===== config.mk =====
export PLATFORM = sky130hd
export DESIGN_NAME = pixel_sched
export DESIGN_NICKNAME = d
export VERILOG_FILES = /design/src/rtl/pixel_sched.sv
export SDC_FILE = /design/constraint.sdc
export NUM_CORES = 1
export LEC_CHECK = 0
export BUFFER_PORTS_ARGS = -buffer_cell sky130_fd_sc_hd__buf_4
export CORE_MARGIN = 2
export CORE_UTILIZATION = 37
export DETAILED_ROUTE_END_ITERATION = 8
export PLACE_DENSITY = 0.76
export SETUP_SLACK_MARGIN = 0.2
export SYNTH_ARGS = -nofsm -noshare
export SYNTH_HDL_FRONTEND = slang
export SYNTH_SLANG_ARGS = --single-unit

===== constraint.sdc =====
create_clock -name clk -period 2.41 [get_ports clk]
set_clock_uncertainty 0.2 [all_clocks]
set_input_delay 0.482 -clock clk [delete_from_list [all_inputs] [get_ports clk]]
set_output_delay 0.482 -clock clk [all_outputs]
set_load 0.01 [all_outputs]

===== src/rtl/pixel_sched.sv =====
// Fixed-priority scheduler sharing one pixel output register among restore, fill and freehand.
// Define PIXEL_SCHED_AGING_EN to let a starved freehand request break through a fill lock.
module pixel_sched #(
  parameter int unsigned AGE_LIMIT = 16
) (
  input  logic       clk,
  input  logic       rst,
  input  logic       rst_req,
  input  logic [7:0] rst_x,
  input  logic [7:0] rst_y,
  input  logic [2:0] rst_color,
  output logic       rst_gnt,
  input  logic       fill_req,
  input  logic       fill_busy,
  input  logic [7:0] fill_x,
  input  logic [7:0] fill_y,
  input  logic [2:0] fill_color,
  output logic       fill_gnt,
  input  logic       free_req,
  input  logic [7:0] free_x,
  input  logic [7:0] free_y,
  input  logic [2:0] free_color,
  output logic       free_gnt,
  output logic       out_valid,
  input  logic       out_ready,
  output logic [7:0] out_x,
  output logic [7:0] out_y,
  output logic [2:0] out_color,
  output logic [1:0] out_src,
  output logic       lock_active
);

  if (AGE_LIMIT < 1 || AGE_LIMIT > 255) begin : g_age_range
    $error("pixel_sched: AGE_LIMIT must be in 1..255");
  end

  typedef enum logic {IDLE, LOCK_FILL} state_t;

  state_t     state, state_nxt;
  logic       slot_open;
  logic       any_gnt;
  logic [7:0] sel_x, sel_y;
  logic [2:0] sel_color;
  logic [1:0] sel_src;

  assign slot_open   = !out_valid || out_ready;
  assign any_gnt     = rst_gnt || fill_gnt || free_gnt;
  assign lock_active = (state == LOCK_FILL);

`ifdef PIXEL_SCHED_AGING_EN
  localparam logic [7:0] AGE_MAX = 8'(AGE_LIMIT);
  logic [7:0] age;

  always_ff @(posedge clk or posedge rst) begin
    if (rst) begin
      age <= '0;
    end else if (state == IDLE || !free_req || free_gnt) begin
      age <= '0;
    end else if (age != AGE_MAX) begin
      age <= age + 8'd1;
    end
  end
`endif

  always_ff @(posedge clk or posedge rst) begin
    if (rst) state <= IDLE;
    else     state <= state_nxt;
  end

  // Grants are masked during reset so every grant reads 0 while rst is high.
  always_comb begin
    rst_gnt   = 1'b0;
    fill_gnt  = 1'b0;
    free_gnt  = 1'b0;
    state_nxt = state;
    case (state)
      IDLE: begin
        if (slot_open && !rst) begin
          if (rst_req)       rst_gnt  = 1'b1;
          else if (fill_req) fill_gnt = 1'b1;
          else if (free_req) free_gnt = 1'b1;
        end
        if (fill_gnt && fill_busy) state_nxt = LOCK_FILL;
      end
      LOCK_FILL: begin
        if (slot_open && !rst) begin
`ifdef PIXEL_SCHED_AGING_EN
          if (age == AGE_MAX && free_req) free_gnt = 1'b1;
          else if (fill_req)              fill_gnt = 1'b1;
`else
          if (fill_req) fill_gnt = 1'b1;
`endif
        end
        if (!fill_busy) state_nxt = IDLE;
      end
      default: state_nxt = IDLE;
    endcase
  end

  always_comb begin
    sel_x     = rst_x;
    sel_y     = rst_y;
    sel_color = rst_color;
    sel_src   = 2'd0;
    if (fill_gnt) begin
      sel_x     = fill_x;
      sel_y     = fill_y;
      sel_color = fill_color;
      sel_src   = 2'd1;
    end else if (free_gnt) begin
      sel_x     = free_x;
      sel_y     = free_y;
      sel_color = free_color;
      sel_src   = 2'd2;
    end
  end

  always_ff @(posedge clk or posedge rst) begin
    if (rst) begin
      out_valid <= 1'b0;
      out_x     <= '0;
      out_y     <= '0;
      out_color <= '0;
      out_src   <= '0;
    end else if (any_gnt) begin
      out_valid <= 1'b1;
      out_x     <= sel_x;
      out_y     <= sel_y;
      out_color <= sel_color;
      out_src   <= sel_src;
    end else if (out_ready) begin
      out_valid <= 1'b0;
    end
  end

endmodule


Yosys cells after proc, flatten, opt, wreduce, memory -nomap -nowiden:

Index checks and enable logic that the tools add are counted.

* register bits after elaboration: 23
* bits of input ports: 64
* output and inout port bits: 26
* logic and storage cells: 42

* multiplexer cells: 27
* bitwise gates (word level): 1
* reduce and logical (&&, ||, !) cells: 8

Operator list (count)
* 2-to-1 mux 8 bit: 4
* 2-to-1 mux 1 bit: 17
* 2-to-1 mux 3 bit: 2
* 2-to-1 mux 2 bit: 2
* one-hot mux 1 bit (2 select lines): 2
* logical OR 1 bit: 3
* logical AND 1 bit: 2
* logical NOT 1 bit: 2
* nonzero test 2 bit: 1
* inverter 1 bit: 1

Depth between registers and ports, before layout:

Gate-level depths: netlist of run 1.

* depth after elaboration: 9
* depth in mapped cells: 5

Worst setup path after synthesis of run 1:

OpenSTA, ideal clock, no wires.

* path type: input-to-output
* from: input out_ready
* to: output fill_gnt
* arrival time: 1.273 ns
* data required time: 1.728 ns
* setup slack: 0.455 ns
* cell stages on the path: 4
* buffers on the path: 1
* cells stage by stage: nor2b_1 clkbuf_1 nor2_1 and3_1

* longest elaborated chain between the ends: 5
* elaborated cells between the ends (all ways): 6
* those cells by class: mux: 4; reduce/logical: 2

RTL lines
* start: declaration: line 25 `input logic out_ready,`
* logical OR 1 bit (*): line 46 `assign slot_open = !out_valid || out_ready;`
* logical AND 1 bit (*): line 78, 86
* 2-to-1 mux 1 bit: line 78 `if (slot_open && !rst) begin`
* 2-to-1 mux 1 bit: line 76 `case (state)`
* one-hot mux 1 bit (2 select lines) (*): line 76
* end: declaration: line 18 `output logic fill_gnt,`

Mark *: on every way between the ends. The rest lies on a longest branch, timed or not. The select of a mux whose other input is x is not followed.

Worst setup path after layout of run 1:

* from: register state (netlist: lock_active)
* to: output free_gnt

* longest elaborated chain between the ends: 1

RTL lines
* start: declaration: line 39 `state_t state, state_nxt;`
* start signal: assignment: line 67 `else state <= state_nxt;`
* 2-to-1 mux 1 bit: line 76
* end: declaration: line 23 `output logic free_gnt,`

No other way between the ends.

==> flow_metrics.py, run 1 <==
metrics = {
    "clocking": {
        "cts_root_buf": "clkbuf_8",
        "cts_setup_buffers": 0,
        "cts_buffers": 3,
        "clkTransAtPathRegs_ps": 90,
        "cts_max_level": 1,
        "ctsResizeCount": 0,
        "cts.sinks": 23,
        "clk_latency_ps": 270,
        "cts_hold_buffers": 0,
        "cts_tree": "done",
        "clockBufferDepth": 2,
    },
    "worst_setup_path": {
        "crit_required_ps": 1730,
        "worstSetupStartpointType": "register",
        "critPathMaxStageDelay_ps": 500,
        "crit_slowest_cell": "dfrtp_1",
        "arrival_ps": 1430,
        "crit_type": "register to output pin",
        "crit_start": "lock_active",
        "endpoint_kind": "output pin",
        "cp_cell_sequence": "nor4b_4 -> and3_1 -> buf_4",
        "critPathMaxFanout": 9,
        "r2r-start": "lock_active",
    },
    "grt": {
        "overflow": 0,
        "antenna_found_initial": 0,
        "grt_use_met2_pct": 34.1,
        "grt_pass1_vias": 1799,
        "grt_usage_pct": 20.1,
        "grt_first_pass_wirelength_mm": 8.45,
        "top_usage_layer": "met2",
        "grt_use_met3_pct": 3.19,
        "grt_max_degree": 29,
        "grt_util_met1_pct": 26.7,
    },
    "route": {
        "drtIter0Drc": 142,
        "post_drt_via_cell_ratio": 5.47,
        "drt_first_pass_iters": 4,
        "wl_per_cell_um": 15.5,
        "wirelength_mm": 5.27,
        "postRouteAntennaNets": 0,
        "vias": 1853,
        "drc": 0,
    },
    "synth": {
        "synth_seq_cells": 23,
        "yosysWarnings": 0,
        "synth_area_mm2": 0.00171,
        "yosysTopAreaCellShare_pct": 33.7,
        "synth_fa_ha_area_share_pct": 0,
        "syn_inst": 203,
        "synthTopCellsByArea": "dfrtp_1 34%, a32o_1 11%, a2bb2oi_1 9.7%",
        "synth_area_per_cell_um2": 8.42,
        "synth_cell_type_count": 27,
        "yosysSeqAreaShare_pct": 33.7,
        "synth_compound_area_share_pct": 33.1,
        "syn-num-nets": 267,
        "synth_top_family_by_area": "compound AO/OA/AOI/OAI gates",
        "yosys.area_share.xor_xnor_pct": 0,
        "synth_mux_area_share_pct": 0,
        "yosysTopAreaCell": "dfrtp_1",
        "synthSimpleGateAreaFrac_pct": 22.3,
    },
    "timing": {
        "setup_viol": 0,
        "slew_headroom_pct": 74.1,
        "post-route-period-util_pct": 87.6,
        "slew_violations": 0,
        "tightestPinTransition_ps": 389,
        "fin_tns_setup_ps": 0,
        "period_minus_slack_ps": 2110,
        "rsz0062_at_grt": "no",
        "fmax_mhz": 474,
        "hold_viol": 0,
    },
    "finish": {
        "multiInputGateArea_um2": 960,
        "final_layout_size_suffix_gt1_share_pct": 41.5,
        "fin_cells": 339,
        "area_growth_pct": 45.5,
        "final_common_cell": "buf_4",
        "seq_area_um2": 576,
        "mostFrequentLayoutCells": "101 x buf_4, 23 x dfrtp_1, 21 x inv_1",
        "antenna_cells": 0,
        "final_area_mm2": 0.00249,
        "fillerInstances": 395,
        "finalNetCount": 352,
    },
    "power_and_ir_drop": {
        "seqPwrFrac_pct": 39.3,
        "p_leak_nw": 1.26,
        "p_clk_share_pct": 19.5,
        "netSwitchingPower_uw": 419,
        "ir_drop_v": 0.000213,
        "netSwitchingFraction_pct": 32.6,
        "p_int_uw": 866,
        "comb_power_share_pct": 41.2,
        "power_density_mw_per_mm2": 517,
    },
    "die": {
        "die_h_um": 72.0,
        "dieArea_mm2": 0.00518,
        "rows": 24,
        "ioPinCount": 90,
        "coreArea_mm2": 0.00441,
        "die_width_um": 72.0,
        "start_util_pct": 38.7,
    },
    "placed_design": {
        "dp_cells": 335,
        "place_congestion": 0.802,
        "post-dp-hpwl_mm": 3.77,
        "portBuffers": 89,
        "dpl-instance-area_mm2": 0.00244,
    },
    "job": {
        "drv_cap": 0,
    },
    "outcome": {
        "status": "completed",
    },
    "worst_hold_path": {
        "hold_class": "input port to async pin",
    },
}
## power groups by stage
stage	Combinational (mW)	Sequential (mW)	Clock [mW]
6_report	0.530	0.505	0.250
3_5_place_dp	0.533	0.513	0
4_1_cts	0.534	0.505	0.257
3_3_place_gp	0.525	0.513	0
2_1_floorplan	0.235	0.542	0
5_1_grt	0.573	0.514	0.276
## worst paths after layout
check                               end  slack [ps]  depth (start not counted)
setup / recovery               free_gnt         300                          3
hold / removal             out_color[2]         140                          3
setup reg to reg             out_src[1]         490                          4
hold reg to reg                out_x[2]         300                          1
max in group asynchronous      out_x[1]        1430                          4
min in group clk            lock_active         240                          2
## worst max-delay path: cells and delay by family (launching register included)
family	cells	cell delay [ps]
DFF	1	500
buffers and inverters	1	120
and+or+nand+nor	2	540
## flip-flops by register name, indices dropped and copies added, names as in the netlist
name and count:
out_x 8, out_src 2, out_y 8, out_valid 1, out_color 3, lock_active 1
## synth_stat cells
cell / count
a21oi_1: 2
and3_1: 2
nand2b_1: 4
a31oi_1: 1
a211oi_1: 19
dfrtp_1: 23
nand2_1: 20
inv_1: 21
buf_1: 1
nor3_1: 1
nor2b_1: 3
a2bb2oi_1: 19
nor2_1: 20
buf_2: 9
nor4b_2: 1
o31a_1: 1
o21ba_1: 1
buf_6: 2
o211ai_1: 1
nand3_2: 10
a32o_1: 19
o31ai_1: 2
or3b_1: 1
inv_2: 1
clkbuf_1: 9
nand3_1: 9
a41oi_1: 1
## final cells by class
class	count	area share [%]
clock buffer	3	1.66
clock inverter	1	0.201
inverter	22	3.32
multi-input combinational	137	38.6
sequential	23	23.1
tap	52	2.62
timing repair buffer	101	30.5
## routing by layer
metal | wire (µm) | up-vias
met5 | 0 | -
li1 | - | 910
met4 | 26 | 0
met1 | 2240 | 874
met2 | 2670 | 67
met3 | 325 | 2
## cells by family after synthesis
| logic type | count (synthesis) |
|---|---|
| compound gates | 66 |
| buf+inv | 43 |
| flops | 23 |
| simple gates | 71 |
## stage by stage
step	utilization, %	hold WS [ps]	power (mW)	setup WS [ps]
final	56.3	140	1.29	299
after global routing	56.3	149	1.36	245
after CTS	56.3	131	1.30	310
after detailed placement	55.3	283	1.05	407
after global placement	55.3	277	1.04	434
after floorplan	-	169	0.777	455
Power figures use the tool's default switching activity.
==> run 2: changes to the inputs <==
--- a/config.mk
+++ b/config.mk
@@ -6,10 +6,9 @@
 export NUM_CORES = 1
 export LEC_CHECK = 0
 export BUFFER_PORTS_ARGS = -buffer_cell sky130_fd_sc_hd__buf_4
-export CORE_MARGIN = 2
 export CORE_UTILIZATION = 37
 export DETAILED_ROUTE_END_ITERATION = 8
-export PLACE_DENSITY = 0.76
+export PLACE_DENSITY = 0.71
 export SETUP_SLACK_MARGIN = 0.2
 export SYNTH_ARGS = -nofsm -noshare
 export SYNTH_HDL_FRONTEND = slang
==> run 2 against run 1 <==
Effect of this change:
- die area fell by 5.5%
- wire length rose by 0.57%
- fmax rose by 2.5%
- sequential cell count did not move
- first-iteration DRC count fell by 37%
- critical endpoint unchanged
- non-clock buffer count rose by 2
- largest cell class unchanged
- cell count rose by 0.59%
- critical path depth did not move
- utilization rose by 1.0 points
- total power rose by 0.62%
- count of clock-buffer cells in the layout rose by 1
==> flow_metrics.py, run 2 (synthesis results as in run 1) <==
metrics = {
    "route": {
        "post_drt_via_cell_ratio": 5.50,
        "drt_first_pass_iters": 4,
        "postRouteAntennaNets": 0,
        "vias": 1876,
        "drc": 0,
        "wirelength_mm": 5.30,
        "wl_per_cell_um": 15.5,
        "drtIter0Drc": 90,
    },
    "grt": {
        "antenna_found_initial": 0,
        "overflow": 0,
        "grt_max_degree": 25,
        "grt_first_pass_wirelength_mm": 8.88,
        "grt_pass1_vias": 1821,
        "grt_usage_pct": 22.2,
    },
    "worst_setup_path": {
        "worstSetupStartpointType": "register",
        "r2r-start": "lock_active",
        "endpoint_kind": "output pin",
        "rrSetupSlack_ps": 620,
        "critPathMaxStageDelay_ps": 500,
        "crit_slowest_cell": "dfrtp_1",
        "r2r_end": "out_x[5]",
        "cp_cell_sequence": "nor4b_4 -> and3_1 -> buf_4",
        "crit_required_ps": 1730,
        "rr_worst_depth": 4,
        "path_buf_inv": 1,
        "cp_top_family": "simple AND/OR/NAND/NOR gates",
        "critPathMaxFanout": 9,
        "arrival_ps": 1380,
        "crit_type": "register to output pin",
    },
    "timing": {
        "fin_tns_setup_ps": 0,
        "slew_violations": 0,
        "slew_headroom_pct": 78.9,
        "post-route-period-util_pct": 85.5,
        "period_minus_slack_ps": 2060,
        "hold_viol": 0,
        "fmax_mhz": 485,
        "tightestPinTransition_ps": 317,
        "setup_viol": 0,
        "rsz0062_at_grt": "no",
        "hold_slack_ps": 109,
    },
    "finish": {
        "area_growth_pct": 47.2,
        "reg_top3": "out_x x8, out_y x8, out_color x3",
        "final_layout_size_suffix_gt1_share_pct": 41.2,
        "final_util_pct": 57.4,
        "final_common_cell": "buf_4",
        "mostFrequentLayoutCells": "101 x buf_4, 23 x dfrtp_1, 21 x inv_1",
        "antenna_cells": 0,
        "finalNetCount": 354,
    },
    "power_and_ir_drop": {
        "p_leak_nw": 1.27,
        "ir_drop_v": 0.000286,
        "power_density_mw_per_mm2": 514,
    },
    "clocking": {
        "clkTransAtPathRegs_ps": 90,
        "cts.sinks": 23,
        "cts_buffers": 3,
        "clockBufferDepth": 2,
        "cts_setup_buffers": 0,
        "clk_latency_ps": 260,
        "cts_root_buf": "clkbuf_8",
        "cts_max_level": 1,
        "cts_tree": "done",
    },
    "placed_design": {
        "portBuffers": 89,
        "place_congestion": 0.751,
        "post-dp-hpwl_mm": 3.93,
    },
    "die": {
        "die_width_um": 70.0,
        "ioPinCount": 90,
        "die_h_um": 70.0,
        "start_util_pct": 39.0,
        "coreArea_mm2": 0.00438,
        "dieArea_mm2": 0.00490,
        "rows": 24,
    },
    "job": {
        "drv_cap": 0,
    },
    "outcome": {
        "status": "completed",
    },
    "worst_hold_path": {
        "hold_class": "input port to async pin",
    },
}
-- run 2: cell types whose count changed in the layout (fill, tap and decap cells not counted), sizes merged --
cell,change
clkinv,-1
dlygate4sd3,+1
buf,+1
clkbuf,+1
-- run 2: layout make-up --
class                           count  area [µm²]
Tap cell                           52        65.1
Inverter                           22        82.6
Clock buffer                        4        45.0
Timing Repair Buffer              103         788
Sequential cell                    23         576
Multi-Input combinational cell    137         960
Fill cell                         423        1870
-- run 2: per-layer routing --
layer | GRT usage, % | up-vias | wire length, µm
met3 | 4.62 | 4 | 338
met1 | 30.0 | 876 | 2310
met4 | 3.78 | 0 | 38
li1 | - | 917 | -
met5 | 0 | - | 0
met2 | 37.2 | 79 | 2610
-- run 2: worst max path at each step --
stage | from | endpoint | cells past startpoint
detailed placement | fill_req | out_y[3] | 5
finish | lock_active | free_gnt | 3
CTS | lock_active | free_gnt | 3
floorplan | out_ready | fill_gnt | 4
global route | lock_active | free_gnt | 3
global placement | fill_req | out_x[2] | 5
-- run 2: power by group --
| part | internal, mW | switching [mW] |
|---|---|---|
| logic | 0.296 | 0.240 |
| clock network | 0.118 | 0.130 |
| registers | 0.459 | 0.0495 |
| total | 0.874 | 0.420 |
-- run 2: timing repair --
action	in CTS	in global routing
gates resized for setup	0	0
endpoints found under the hold margin	3	0
hold buffers	1	0
endpoints found under the setup margin	0	0
-- run 2: metrics by stage --
step / worst slack, ps / cells / total power, mW / instance area (µm²)
2_1_floorplan: 455 / 203 / 0.777 / 1710
6_report: 350 / 341 / 1.29 / 2520
3_3_place_gp: 496 / 336 / 1.05 / 2460
5_1_grt: 278 / 341 / 1.37 / 2520
4_1_cts: 346 / 341 / 1.30 / 2520
3_5_place_dp: 460 / 336 / 1.05 / 2460
-- run 2: worst reg2reg max path: stages, from the launching register on --
cell      delay (ps)
dfrtp_1          500
nor4b_4          320
buf_4            300
a211oi_1         120
a32o_1           250
